`config.mk`:
```
export PLATFORM = sky130hd
export DESIGN_NAME = multicycle_control_unit
export DESIGN_NICKNAME = d
export VERILOG_FILES = /design/src/rtl/multicycle_control_unit.sv
export SDC_FILE = /design/constraint.sdc
export NUM_CORES = 1
export LEC_CHECK = 0
export ABC_AREA = 1
export BUFFER_PORTS_ARGS = -buffer_cell sky130_fd_sc_hd__buf_2
export CORE_MARGIN = 4
export CORE_UTILIZATION = 51
export DETAILED_ROUTE_END_ITERATION = 16
export PLACE_DENSITY = 0.78
export SETUP_SLACK_MARGIN = 0.5
export SYNTH_ARGS = -nofsm -noshare
export SYNTH_HDL_FRONTEND = slang
export SYNTH_SLANG_ARGS = --single-unit
```
`constraint.sdc`:
```
create_clock -name clk -period 1.8 [get_ports clk]
set_clock_uncertainty 0.1 [all_clocks]
set_input_delay 0.27 -clock clk [delete_from_list [all_inputs] [get_ports clk]]
set_output_delay 0.27 -clock clk [all_outputs]
set_load 0.005 [all_outputs]
```
`src/rtl/multicycle_control_unit.sv`:
```
// multicycle_control_unit
//
// Registered FETCH/DECODE/EXEC/MEM/WB sequencer for the 19-bit CPU. The
// opcode is captured on the fetch handshake. Every datapath strobe is then
// decoded combinationally from the current state, the captured opcode, the
// ALU zero flag and the data-memory ready line. The unit also tracks the
// hardware call-stack depth, and halts on stack overflow, stack underflow or
// an illegal opcode. Only reset leaves the halt.
//
// Ports
//   clk, rst          clock (rising edge), asynchronous active-high reset
//   instr_valid, op   fetched instruction handshake and its opcode
//   instr_ready       high in FETCH: an instruction is accepted this cycle
//   zero              ALU zero flag, consulted only by BEQ/BNE in EXEC
//   mem_ready         data memory finishes its access this cycle (MEM only)
//   ir_write          load instruction register
//   pc_write, pc_src  PC update strobe and source select
//                     (00 PC+1, 01 branch, 10 jump, 11 stack top)
//   reg_write, alu_src, mem_read, mem_write, result_src  datapath strobes
//   imm_src           immediate format (00 none, 01 I/S/B, 10 J)
//   alu_op            ALU operation select, fixed at 00
//   stack_push, stack_pop  hardware call-stack strobes
//   depth             current call depth
//   fault             high while halted
module multicycle_control_unit #(
    parameter int OP_W        = 5,
    parameter int STACK_DEPTH = 8,
    localparam int DW         = $clog2(STACK_DEPTH + 1)
) (
    input  logic            clk,
    input  logic            rst,
    input  logic            instr_valid,
    input  logic [OP_W-1:0] op,
    input  logic            zero,
    input  logic            mem_ready,
    output logic            instr_ready,
    output logic            ir_write,
    output logic            pc_write,
    output logic [1:0]      pc_src,
    output logic            reg_write,
    output logic            alu_src,
    output logic            mem_read,
    output logic            mem_write,
    output logic            result_src,
    output logic [1:0]      imm_src,
    output logic [1:0]      alu_op,
    output logic            stack_push,
    output logic            stack_pop,
    output logic [DW-1:0]   depth,
    output logic            fault
);

    typedef enum logic [2:0] {
        S_FETCH  = 3'd0,
        S_DECODE = 3'd1,
        S_EXEC   = 3'd2,
        S_MEM    = 3'd3,
        S_WB     = 3'd4,
        S_HALT   = 3'd5
    } state_t;

    localparam logic [OP_W-1:0] OP_R     = OP_W'(0);
    localparam logic [OP_W-1:0] OP_LOAD  = OP_W'(1);
    localparam logic [OP_W-1:0] OP_STORE = OP_W'(2);
    localparam logic [OP_W-1:0] OP_BEQ   = OP_W'(3);
    localparam logic [OP_W-1:0] OP_BNE   = OP_W'(4);
    localparam logic [OP_W-1:0] OP_JMP   = OP_W'(5);
    localparam logic [OP_W-1:0] OP_CALL  = OP_W'(6);
    localparam logic [OP_W-1:0] OP_RET   = OP_W'(7);

    localparam logic [DW-1:0] DEPTH_MAX = DW'(STACK_DEPTH);

    state_t          state_q, state_d;
    logic [OP_W-1:0] op_q, op_d;
    logic [DW-1:0]   depth_q, depth_d;

    logic            op_legal;
    logic [1:0]      imm_sel;

    // Opcodes above RET are not part of the instruction set.
    assign op_legal = (op_q <= OP_RET);
    assign alu_op   = 2'b00;
    assign depth    = depth_q;

    // DECODE and EXEC present the same immediate format.
    always_comb begin
        imm_sel = 2'b00;
        case (op_q)
            OP_LOAD, OP_STORE, OP_BEQ, OP_BNE: imm_sel = 2'b01;
            OP_JMP, OP_CALL:                   imm_sel = 2'b10;
            default:                           imm_sel = 2'b00;
        endcase
    end

    always_comb begin
        instr_ready = 1'b0;
        ir_write    = 1'b0;
        pc_write    = 1'b0;
        pc_src      = 2'b00;
        reg_write   = 1'b0;
        alu_src     = 1'b0;
        mem_read    = 1'b0;
        mem_write   = 1'b0;
        result_src  = 1'b0;
        imm_src     = 2'b00;
        stack_push  = 1'b0;
        stack_pop   = 1'b0;
        fault       = 1'b0;
        state_d     = state_q;
        op_d        = op_q;
        depth_d     = depth_q;

        case (state_q)
            S_FETCH: begin
                instr_ready = 1'b1;
                if (instr_valid) begin
                    ir_write = 1'b1;
                    op_d     = op;
                    state_d  = S_DECODE;
                end
            end

            S_DECODE: begin
                imm_src = imm_sel;
                state_d = op_legal ? S_EXEC : S_HALT;
            end

            S_EXEC: begin
                imm_src = imm_sel;
                state_d = S_FETCH;
                case (op_q)
                    OP_R: state_d = S_WB;
                    OP_LOAD, OP_STORE: begin
                        alu_src = 1'b1;
                        state_d = S_MEM;
                    end
                    OP_BEQ: begin
                        pc_write = 1'b1;
                        pc_src   = zero ? 2'b01 : 2'b00;
                    end
                    OP_BNE: begin
                        pc_write = 1'b1;
                        pc_src   = zero ? 2'b00 : 2'b01;
                    end
                    OP_JMP: begin
                        pc_write = 1'b1;
                        pc_src   = 2'b10;
                    end
                    OP_CALL: begin
                        // A full stack faults rather than overwriting the bottom entry.
                        if (depth_q == DEPTH_MAX) begin
                            state_d = S_HALT;
                        end else begin
                            stack_push = 1'b1;
                            pc_write   = 1'b1;
                            pc_src     = 2'b10;
                            depth_d    = depth_q + DW'(1);
                        end
                    end
                    OP_RET: begin
                        if (depth_q == '0) begin
                            state_d = S_HALT;
                        end else begin
                            stack_pop = 1'b1;
                            pc_write  = 1'b1;
                            pc_src    = 2'b11;
                            depth_d   = depth_q - DW'(1);
                        end
                    end
                    default: state_d = S_HALT;
                endcase
            end

            S_MEM: begin
                alu_src = 1'b1;
                imm_src = 2'b01;
                if (op_q == OP_LOAD) begin
                    mem_read = 1'b1;
                    if (mem_ready) begin
                        state_d = S_WB;
                    end
                end else begin
                    // A store has no writeback, so it retires from MEM.
                    mem_write = 1'b1;
                    if (mem_ready) begin
                        pc_write = 1'b1;
                        state_d  = S_FETCH;
                    end
                end
            end

            S_WB: begin
                reg_write  = 1'b1;
                pc_write   = 1'b1;
                result_src = (op_q == OP_LOAD);
                state_d    = S_FETCH;
            end

            S_HALT: begin
                fault   = 1'b1;
                state_d = S_HALT;
            end

            default: state_d = S_HALT;
        endcase
    end

    always_ff @(posedge clk or posedge rst) begin
        if (rst) begin
            state_q <= S_FETCH;
            op_q    <= '0;
            depth_q <= '0;
        end else begin
            state_q <= state_d;
            op_q    <= op_d;
            depth_q <= depth_d;
        end
    end

endmodule

```
-- Yosys cells after proc, flatten, opt, wreduce, memory -nomap -nowiden
Cells that the tools add are included.
- $lt $le $gt $ge: 1
- mux-type cells: 42
- $add $sub $neg: 2
- reductions and logical operators: 12
- equality and inequality tests: 17
- operator list (kind ; number):
    $pmux W3 S5 ; 2
    $mux W1 ; 21
    $mux W3 ; 7
    $eq A5 B3 Y1 const B ; 4
    $eq A5 B2 Y1 const B ; 2
    $pmux W2 S5 ; 1
    $mux W4 ; 2
    $ne A2 B2 Y1 const B ; 4
    $pmux W2 S2 ; 2
    $pmux W4 S2 ; 1
    $eq A3 B2 Y1 const B ; 2
    $eq A3 B3 Y1 const B ; 2
    $mux W2 ; 3
    $pmux W1 S3 ; 2
    $reduce_or A2 Y1 ; 3
    $eq A5 B1 Y1 const B ; 1
    $le A5 B3 Y1 const B ; 1
    $logic_not A5 Y1 ; 1
    $add A4 B1 Y4 const B ; 1
    $eq A4 B4 Y1 const B ; 1
    $logic_not A4 Y1 ; 1
    $reduce_and A2 Y1 ; 2
    $reduce_and A4 Y1 ; 1
    $reduce_or A4 Y1 ; 1
    6 further kinds ; 6
- output and inout bits: 21
- bits of input ports: 10
- word-level logic and storage cells: 77
- register bits after elaboration: 12

-- Longest topological paths before layout
- depth after elaboration: 4
- gate-level depth with buffers: 12
- gate-level depth less buffers: 12

-- Worst setup path after synthesis
Ideal clock, no wire load.
- path kind: register to register
- from: reg op_q[3]
- to: reg depth_q[3], in the netlist depth[3]
- library setup time: 0.117 ns
- data arrival time: 1.441 ns
- path slack: 0.142 ns
- stages on the path, launching flop included: 13
- clock period less this slack: 1.658 ns
- required time: 1.583 ns
- path buffers: 0
- path through: dfrtp_1 -> nor2_4 -> nand2_4 -> nor2_8 -> ha_1 -> nand2_1 -> nand2_1 -> nor2_1 -> inv_1 -> nand2_1 -> nand2_1 -> nand2_1 -> nand2_1
- word-level cells in the longest chain between the ends: 3
- elaborated cells between the ends (all ways): 7
- classes of those cells: eq/ne: 4; mux: 1; reduce/logical: 2
- ends and longest elaborated chain (element ; RTL line ; RTL):
    start: declaration ; 74 ; logic [OP_W-1:0] op_q, op_d;
    start signal: assignment ; 215 ; op_q <= op_d;
    $eq A5 B3 Y1 ; 131 ; case (op_q)
    $ne A2 B2 Y1 (no source line) / $reduce_bool A2 Y1 (equally long branches) ; -- ;
    $reduce_and A4 Y1 (no source line) ; -- ;
    end signal: assignment ; 216 ; depth_q <= depth_d;
    end: declaration ; 75 ; logic [DW-1:0] depth_q, depth_d;
Parallel ways exist; a longest one is shown, timed or not.
A chain may end at the register's enable or synchronous reset.

-- Final worst setup path
- from: reg op_q[3]
- to: out imm_src[1]
- word-level cells in the longest chain between the ends: 4
- elaborated cells between the ends (all ways): 10
- classes of those cells: eq/ne: 6; mux: 2; reduce/logical: 2
- ends and longest elaborated chain (element ; RTL line ; RTL):
    $eq A5 B1 Y1, or another cell as far along ; 88 ; case (op_q)
    $reduce_or A4 Y1 / $reduce_or A2 Y1 (equally long branches) ; 88 ;
    $pmux W2 S2 * ; 88 ;
    $pmux W2 S2 * ; 113 ; case (state_q)
    end: declaration ; 45 ; output logic [1:0] imm_src,
Mark *: on every way between the ends. The rest lies on a longest branch, timed or not.

==> impl_metrics.py <==
metrics = {
    "global_route": {
        "grt_pass1_wl_mm": 5.43,
        "grt_pass1_vias": 1182,
        "grt_usage_pct": 26.0,
        "grt_max_degree": 13,
        "grt_overflow": 0,
        "antenna_found_initial": 0,
    },
    "die": {
        "io_pins": 31,
        "die-area_um2": 2930,
        "initial_core_util_pct": 54.3,
        "die_x_um": 54.1,
        "die-height_um": 54.1,
        "coreArea_um2": 2000,
        "rows": 16,
    },
    "timing": {
        "drv_slew": 0,
        "final-setup-viol-count": 11,
        "finalSetupTns_ns": -0.845,
        "timing.final.crit_share_pct": 108,
        "max_freq_mhz": 516,
        "period_needed_ns": 1.94,
        "worst_slack_ns": -0.136,
        "grt_setup_unrepaired": "true",
        "finalHoldViolCount": 0,
    },
    "flow_run": {
        "maxCapViolations": 0,
    },
    "clocking": {
        "clk_path_buf_depth": 2,
        "htreeDepth": 1,
        "clk_pin_slew_worst_paths_ns": 0.08,
        "clock_latency_ns": 0.29,
        "cts_root_buffer": "clkbuf_4",
        "cts_buffers": 3,
        "cts_tree": "built",
        "cts_num_sinks": 12,
    },
    "yosys": {
        "synthCells": 161,
        "ys.flop_type": "dfrtp_1",
        "yosys_warnings": 0,
        "synth_most_common_cell": "nand2_1",
        "synth.distinct_cells": 30,
        "synth_area_per_cell_um2": 6.75,
        "syn_area_um2": 1090,
        "synth_edf_count": 0,
        "synthTopCellsByArea": "dfrtp_1 (28%), nand2_1 (17%), inv_1 (9.3%), nor2_1 (5.2%), nor2_4 (4.1%)",
        "yosysSeqAreaShare_pct": 27.6,
        "synth_top_cells_by_count": "nand2_1 (49), inv_1 (27), nor2_1 (15), dfrtp_1 (12), nand2_2 (7)",
        "postSynthRegisterBits": 12,
        "synth_top_area_share_pct": 27.6,
        "synthArstFlopShare_pct": 100,
        "yosysTopAreaCell": "dfrtp_1",
    },
    "worst_setup_path": {
        "worstPathRequired_ns": 1.43,
        "r2r-start": "op_q[3]",
        "critPathKind": "flip-flop to primary output",
        "worst_ep_arrival_time_ns": 1.57,
        "cp_common_cell": "nor2_4",
        "start_kind": "flip-flop",
        "cpMaxStageDelayCell": "dfrtp_1",
        "critPathMaxFanout": 3,
        "critPathCaptureType": "primary output",
        "crit_chain": "nor2_4 > nand2_4 > nor2_4 > buf_4 > inv_2 > a21boi_2 > buf_2",
        "crit_start": "op_q[3]",
        "worst_path_largest_cell_delay_ns": 0.41,
    },
    "power": {
        "ir_worst_vdd_mv": 1.04,
        "powerDensity_nw_per_um2": 1290,
        "finalPower_w": 0.00227,
        "leakagePower_nw": 0.964,
    },
    "placement": {
        "placed_cell_area_um2": 1270,
        "numPortBuffers": 28,
        "hpwlAfterDp_mm": 1.92,
        "gp_congestion": 0.857,
    },
    "drt": {
        "ant_nets": 0,
        "drt_wl_total_mm": 3.96,
        "drt_first_pass_iters": 5,
        "drc": 0,
        "vias": 1294,
        "via_per_inst": 5.22,
        "routedWlPerCell_um": 16.0,
        "drt_iter0_drc": 64,
    },
    "layout": {
        "synthToLayoutAreaGrowth_pct": 61.6,
        "fin_area_um2": 1760,
        "nNetsFinal": 235,
        "antenna_cells": 0,
        "utilization_pct": 87.7,
        "drive_above_1_share_pct": 59.3,
    },
    "status": {
        "outcome": "finished with violations",
        "violations": "negative setup slack",
    },
    "hold_path": {
        "hold_path.class": "primary input to flip-flop",
        "hp-start": "op[3]",
    },
}
[timing repair]
item | in CTS | in global routing
endpoints found under the setup margin | 25 | 29
cloned | 1 | 0
setup buffers | 17 | 11
pin swaps | 16 | 23
gates resized for setup | 39 | 30
hold endpoints to repair | 12 | 0
hold buffers | 1 | 0
[worst max-delay path: cells and delay by family, from the launching register on]
kind,cells,cell delay (ns)
AND/OR/NAND/NOR,3,0.44
buffers and inverters,3,0.33
flip-flops,1,0.41
AO/OA/AOI/OAI,1,0.11
[registers in the layout, indices dropped and copies added (netlist names)]
name     flops
state_q      3
op_q         5
depth        4
[stage by stage]
stage	setup slack, ns	instances	hold slack, ns
6_report	-0.136	248	0.0898
5_1_grt	-0.225	248	0.0964
4_1_cts	-0.0594	237	0.0971
3_5_place_dp	0.0819	214	0.214
3_3_place_gp	0.133	214	0.211
2_1_floorplan	0.180	162	0.0346
[per-layer routing]
layer  part of all wire, %  up-vias  track usage, %
li1                      -      606               -
met1                    40      583            31.9
met2                    48       83            44.0
met3                   7.4       22            5.82
met4                   4.0        0            9.13
met5                     0        -               0
[power breakdown]
part	internal [W]	switching [W]
Combinational	0.000664	0.000901
Sequential	0.000363	0.000117
Clock	0.000123	0.000104
Total	0.00115	0.00112
[final timing paths]
path                              end  slack [ns]  cells past startpoint
max in group asynchronous  state_q[1]        0.81                      3
hold reg to reg              depth[0]        0.46                      2
min in group asynchronous    depth[1]        0.43                      3
hold / removal                op_q[3]        0.09                      3
setup / recovery           imm_src[1]       -0.14                      7
setup reg to reg             depth[3]       -0.11                     13
[cell families after synthesis]
group / count (synthesis) / synth area share [%]
XOR/XNOR: 1 / 0.807
buffers and inverters: 36 / 13.8
adder cells (fa/ha/maj): 3 / 4.15
AND/OR/NAND/NOR: 89 / 39.7
flip-flops: 12 / 27.6
other: 1 / 0.345
AO/OA/AOI/OAI: 19 / 13.5
[layout make-up]
class,instances,area (um^2)
Inverter,33,131
Sequential cell,12,304
Tap cell,27,33.8
Timing Repair Buffer,58,443
Fill cell,103,246
Multi-Input combinational cell,114,807
Clock buffer,4,36.3
[layout by cell type (no fill, tap or decap), drive strengths merged, types with 3 or more instances in the layout]
| cell | instances |
|---|---|
| o21ai | 11 |
| inv | 33 |
| a21oi | 4 |
| buf | 57 |
| nor2 | 21 |
| nand3 | 7 |
| dfrtp | 12 |
| o211ai | 3 |
| clkbuf | 4 |
| nand2 | 57 |
Note: power is estimated with default switching activity, not from simulation.
